--- config.mk ---
export PLATFORM = sky130hd
export DESIGN_NAME = channel_arbiter
export DESIGN_NICKNAME = d
export VERILOG_FILES = /design/src/rtl/chan_pkg.sv /design/src/rtl/rr_picker.sv /design/src/rtl/channel_arbiter.sv
export SDC_FILE = /design/constraint.sdc
export NUM_CORES = 1
export LEC_CHECK = 0
export CORE_MARGIN = 2
export CORE_UTILIZATION = 40
export DETAILED_ROUTE_END_ITERATION = 6
export HOLD_SLACK_MARGIN = 0.1
export SYNTH_ARGS = -nofsm -noshare
export SYNTH_HDL_FRONTEND = slang
export SYNTH_HIERARCHICAL = 1
export SYNTH_SLANG_ARGS = --single-unit
--- constraint.sdc ---
create_clock -name clk -period 6.8 [get_ports clk]
set_input_delay 1.36 -clock clk [delete_from_list [all_inputs] [get_ports clk]]
set_output_delay 1.36 -clock clk [all_outputs]
set_load 0.02 [all_outputs]
--- src/rtl/chan_pkg.sv ---
// Shared definitions for the interposer channel arbiter: request/control word layout,
// control encodings and FSM state encoding.
package chan_pkg;

    localparam int unsigned REQ_W         = 4;
    localparam int unsigned CTRL_W        = 3;
    localparam int unsigned REQ_VALID_BIT = 3;
    localparam int unsigned REQ_DST_MSB   = 2;
    localparam int unsigned IDX_W         = 3;
    localparam int unsigned CNT_W         = 4;

    localparam logic [CTRL_W-1:0] CTRL_SEND = 3'b100;
    localparam logic [CTRL_W-1:0] CTRL_RECV = 3'b010;
    localparam logic [CTRL_W-1:0] CTRL_BYP  = 3'b001;
    localparam logic [CTRL_W-1:0] CTRL_IDLE = 3'b000;

    typedef enum logic [1:0] {
        ST_IDLE = 2'd0,
        ST_XFER = 2'd1,
        ST_GAP  = 2'd2
    } state_t;

endpackage

--- src/rtl/rr_picker.sv ---
// Combinational round-robin picker: first set bit of eligible at or after rr_ptr,
// searching upward and wrapping from NUM_NODES-1 to 0.
module rr_picker
    import chan_pkg::*;
#(
    parameter int unsigned NUM_NODES = 8
) (
    input  logic [NUM_NODES-1:0] eligible,
    input  logic [IDX_W-1:0]     rr_ptr,
    output logic                 found,
    output logic [IDX_W-1:0]     winner
);

    // Scan farthest-first so the nearest eligible index overwrites the rest.
    always_comb begin
        int unsigned      idx;
        logic [IDX_W-1:0] idx_s;
        found  = 1'b0;
        winner = '0;
        idx    = 0;
        idx_s  = '0;
        for (int unsigned off = NUM_NODES; off > 0; off--) begin
            idx = 32'(rr_ptr) + off - 1;
            if (idx >= NUM_NODES) begin
                idx = idx - NUM_NODES;
            end
            idx_s = IDX_W'(idx);
            if (eligible[idx_s]) begin
                found  = 1'b1;
                winner = idx_s;
            end
        end
    end

endmodule

--- src/rtl/channel_arbiter.sv ---
// Central arbiter for one direction of the interposer channel: legality decode,
// round-robin grant, hold counter and per-node send/recv/bypass control words.
module channel_arbiter
    import chan_pkg::*;
#(
    parameter int unsigned NUM_NODES   = 8,
    parameter int unsigned DIR         = 0,
    parameter int unsigned XFER_CYCLES = 1
) (
    input  logic                          clk,
    input  logic                          reset,
    input  logic [REQ_W*NUM_NODES-1:0]    request_in,
    output logic [CTRL_W*NUM_NODES-1:0]   control_out,
    output logic                          busy,
    output logic                          err_pulse,
    output logic [IDX_W-1:0]              err_node
);

    localparam logic [IDX_W:0]   NODES_W  = (IDX_W+1)'(NUM_NODES);
    localparam logic [IDX_W-1:0] LAST_IDX = IDX_W'(NUM_NODES - 1);

    logic [NUM_NODES-1:0]        legal;
    logic [NUM_NODES-1:0]        illegal;
    logic [IDX_W-1:0]            dst_arr [NUM_NODES];
    logic                        found;
    logic                        any_illegal;
    logic [IDX_W-1:0]            err_idx;
    logic [IDX_W-1:0]            win_src;
    logic [IDX_W-1:0]            win_dst;
    logic [IDX_W-1:0]            span_lo;
    logic [IDX_W-1:0]            span_hi;
    logic [IDX_W-1:0]            next_ptr;
    logic [CTRL_W*NUM_NODES-1:0] ctrl_next;

    state_t                      state;
    logic [IDX_W-1:0]            rr_ptr;
    logic [CNT_W-1:0]            hold_cnt;

    assign win_dst  = dst_arr[win_src];
    assign span_lo  = (win_src < win_dst) ? win_src : win_dst;
    assign span_hi  = (win_src < win_dst) ? win_dst : win_src;
    assign next_ptr = (win_src == LAST_IDX) ? '0 : win_src + 1'b1;

    // Per-node legality and the control word this node would get if win_src were granted.
    for (genvar g = 0; g < NUM_NODES; g++) begin : g_node
        logic             vld;
        logic [IDX_W-1:0] dst;
        logic             dir_ok;

        assign vld        = request_in[REQ_W*g + REQ_VALID_BIT];
        assign dst        = request_in[REQ_W*g + REQ_DST_MSB -: IDX_W];
        assign dir_ok     = (DIR != 0) ? (dst < IDX_W'(g)) : (dst > IDX_W'(g));
        assign legal[g]   = vld && ({1'b0, dst} < NODES_W) && (dst != IDX_W'(g)) && dir_ok;
        assign illegal[g] = vld && !legal[g];
        assign dst_arr[g] = dst;

        assign ctrl_next[CTRL_W*g +: CTRL_W] =
            (IDX_W'(g) == win_src)                             ? CTRL_SEND :
            (IDX_W'(g) == win_dst)                             ? CTRL_RECV :
            ((IDX_W'(g) > span_lo) && (IDX_W'(g) < span_hi))   ? CTRL_BYP  :
                                                                 CTRL_IDLE;
    end

    rr_picker #(.NUM_NODES(NUM_NODES)) u_grant (
        .eligible (legal),
        .rr_ptr   (rr_ptr),
        .found    (found),
        .winner   (win_src)
    );

    // Lowest illegal requester: a round-robin search anchored at index 0.
    rr_picker #(.NUM_NODES(NUM_NODES)) u_err (
        .eligible (illegal),
        .rr_ptr   ('0),
        .found    (any_illegal),
        .winner   (err_idx)
    );

    always_ff @(posedge clk or negedge reset) begin
        if (!reset) begin
            state       <= ST_IDLE;
            control_out <= '0;
            busy        <= 1'b0;
            err_pulse   <= 1'b0;
            err_node    <= '0;
            rr_ptr      <= '0;
            hold_cnt    <= '0;
        end else begin
            err_pulse <= 1'b0;
            case (state)
                ST_IDLE: begin
                    err_pulse <= any_illegal;
                    if (any_illegal) begin
                        err_node <= err_idx;
                    end
                    if (found) begin
                        state       <= ST_XFER;
                        control_out <= ctrl_next;
                        busy        <= 1'b1;
                        hold_cnt    <= CNT_W'(XFER_CYCLES - 1);
                        rr_ptr      <= next_ptr;
                    end
                end
                ST_XFER: begin
                    if (hold_cnt == '0) begin
                        state       <= ST_GAP;
                        control_out <= '0;
                    end else begin
                        hold_cnt <= hold_cnt - 1'b1;
                    end
                end
                ST_GAP: begin
                    state <= ST_IDLE;
                    busy  <= 1'b0;
                end
                default: begin
                    state       <= ST_IDLE;
                    control_out <= '0;
                    busy        <= 1'b0;
                end
            endcase
        end
    end

endmodule

==> reports/metrics.csv <==
stage,metric,value,unit
logic_synthesis,YS warnings,6,
floorplan,initial core utilization,41.3,%
finish,Antenna Cells,0,
logic_synthesis,Avg Inst Size Synth,9.78,µm²
logic_synthesis,sequential fraction of the synthesis area,22.9,%
sta,min setup slack post-route,0.553,ns
worst_setup_path,kind of cell with the highest combined delay on the critical path,multiplexers,
finish,Layout area overhead,19.6,%
sta,final hold violation count,0,
sta,final period utilization,91.9,%
sta,Tightest Pin Transition,0.818,ns
logic_synthesis,Syn Inst Count,413,
floorplan,FP Rows,36,
sta,min Tclk post-route,6.25,ns
sta,# setup viols final,0,
global_routing,largest net degree at the start of global routing,38,
finish,final instance area,4830,µm²
place,gpl congestion,0.942,
floorplan,die area,10900,µm²
finish,fin nets,526,
logic_synthesis,synth unique cells,73,
clock_tree,H-tree depth,2,
logic_synthesis,Async SR Flop Fraction,100,%
flow_run,reported max-cap violation count,0,
finish,final core utilization,49.4,%
worst_setup_path,startpoint types,primary input,
worst_setup_path,"reg-to-reg slack, setup",1.47,ns
worst_setup_path,Worst path max stage delay,0.63,ns
place,dpl hpwl,8310,µm
routing,wire length per cell,17.9,µm
sta,fmax,160,MHz
run_status,status,"complete, no violations",
global_routing,GRT overflow,0,
place,dpl cell area,4730,µm²
sta,setup tns final,0,ns
worst_setup_path,Buf/Inv on CP,2,
sta,Final Max Slew Viols,0,
routing,Initial DRT Pass Iterations,5,
worst_setup_path,Max Fanout on Critical Path,8,
logic_synthesis,Most used DFF post-synth,dfrtp_1,
finish,"commonest non-fill, non-tap cell in the layout",clkdlybuf4s50_1,
routing,drt via density,5.92,
clock_tree,postcts setup bufs,0,
worst_setup_path,"Slowest-stage cell, CP",mux4_1,
global_routing,GR Util All Layers,20.4,%
global_routing,first-pass GRT wire length,18400,µm
clock_tree,Worst-Skew Late Latency,0.29,ns
worst_setup_path,Critical Path Sink Type,flip-flop,
clock_tree,clk buf depth,2,
sta,RSZ-0062 raised after global routing,false,
routing,drt total wl,10900,µm
sta,Rel. slew slack,45.5,%
finish,most frequent cells in the layout,"60 x clkdlybuf4s50_1, 40 x nor2_1, 37 x dfrtp_1",
routing,post-route ant nets,0,
floorplan,I/O Pins,63,
global_routing,vias in the first global route,3674,
worst_setup_path,worst path cell trace,"clkdlybuf4s50_1, nor3_1, nor2b_1, mux4_1, mux2i_1, nor3b_1, a311oi_1, o211ai_1, mux4_1, mux2_4, clkinv_4, ha_1, nor2_1, o21bai_1, o31ai_4, mux2i_1, a311o_1, o31ai_2",
floorplan,Die Span X,104,µm
clock_tree,clock-pin transition on the worst setup and hold timing paths,0.08,ns
clock_tree,post-CTS sizing,0,
clock_tree,cts hold-fix bufs,0,
clock_tree,CTS sink cnt,37,
finish,share of post-route cells with drive strength above 1,15.9,%
clock_tree,TritonCTS clock tree,done,
place,port bufs,61,
worst_setup_path,Worst Path Required,7.01,ns
worst_setup_path,kind of critical path,primary input to flip-flop,
logic_synthesis,Post-Syn Area,4040,µm²
routing,post-route DRC violation count,0,
routing,vias,3613,
routing,initial DRC count,339,
global_routing,initial antenna violation count,0,
floorplan,core area,9770,µm²
logic_synthesis,"flops & latches, synth",37,
sta,Worst Skew,0.00487,ns
clock_tree,cts bufs inserted,5,
hold_path,Hold Path Class,flip-flop to flip-flop,
logic_synthesis,Post-synth EDFFs,0,
worst_setup_path,critical path arrival,6.45,ns
floorplan,Die Y,104,µm
place,pre-CTS setup slack,0.336,ns
clock_tree,CTS root buffer,clkbuf_8,
[synth_stat cells (8+ instances only)]
cell	number	area, µm²
ha_1	16	200
o21ai_0	16	80.1
inv_1	17	63.8
mux2i_1	8	80.1
nand2_1	35	131
mux4_1	9	236
nor3b_1	9	67.6
a21oi_1	20	100
mux4_2	17	383
and2_1	12	75.1
mux2_2	16	180
nand3_1	8	40.0
clkbuf_1	9	33.8
nor2_1	40	150
nand3b_1	9	67.6
dfrtp_1	37	926
[logic make-up (layout without fill, tap and decap cells)]
family                     after synthesis  count (layout)  share of synthesized area, %
and+or+nand+nor                        144             144                          18.6
AOI/OAI and AO/OA                      105             105                          20.3
muxes                                   55              55                          24.0
buffers and inverters                   45              97                          6.91
DFF                                     37              37                          22.9
adders and majority gates               16              16                          4.96
xor gates and xnor gates                10              10                          2.17
other                                    1              13                        0.0929
[layer usage]
layer | GRT usage, % | part of all wire [%] | vias up
li1 | - | - | 1695
met1 | 28.0 | 45 | 1748
met2 | 34.2 | 48 | 151
met3 | 2.19 | 6.1 | 19
met4 | 5.21 | 1.6 | 0
met5 | 0 | 0 | -
[registers in the layout, indices dropped and copies added, names as in the netlist]
signal and cells:
err_pulse 1, control_out 23, hold_cnt 4, state 2, rr_ptr 3, busy 1
err_node 3
[stage by stage]
stage	hold slack [ns]	cells
after floorplan	0.445	425
after global placement	0.465	602
after detailed placement	0.474	602
after CTS	0.492	610
after global routing	0.507	610
final	0.483	610
[worst min-delay path: cells and delay by family, from the launching register on]
kind             cells  cell delay [ns]
DFF                  1             0.35
and+or+nand+nor      2             0.11
[layout make-up]
cell class / count / area, µm²
inverters: 19 / 76.3
flip-flops and latches: 37 / 926
well taps: 133 / 166
clock buffers: 6 / 82.6
multi-input cells: 343 / 2880
repair buffers: 70 / 686
fillers: 937 / 4950
clock inverters: 2 / 13.8
[final timing paths]
kind                                                 start  cells after the start                          end
worst min register to register  control_out[9]$_DFFE_PN0P_                      2   control_out[9]$_DFFE_PN0P_
min in group asynchronous                            reset                      1      hold_cnt[2]$_DFFE_PN0P_
worst min-delay path            control_out[9]$_DFFE_PN0P_                      2   control_out[9]$_DFFE_PN0P_
worst max-delay path                         request_in[1]                     18   control_out[6]$_DFFE_PN0P_
worst max register to register       rr_ptr[1]$_DFFE_PN0P_                     19   control_out[6]$_DFFE_PN0P_
max in group asynchronous                            reset                      1  control_out[18]$_DFFE_PN0P_
Power is left out: the tool's default activity adds up to more than one toggle a clock period on the data nets, which glitch-free logic cannot reach.
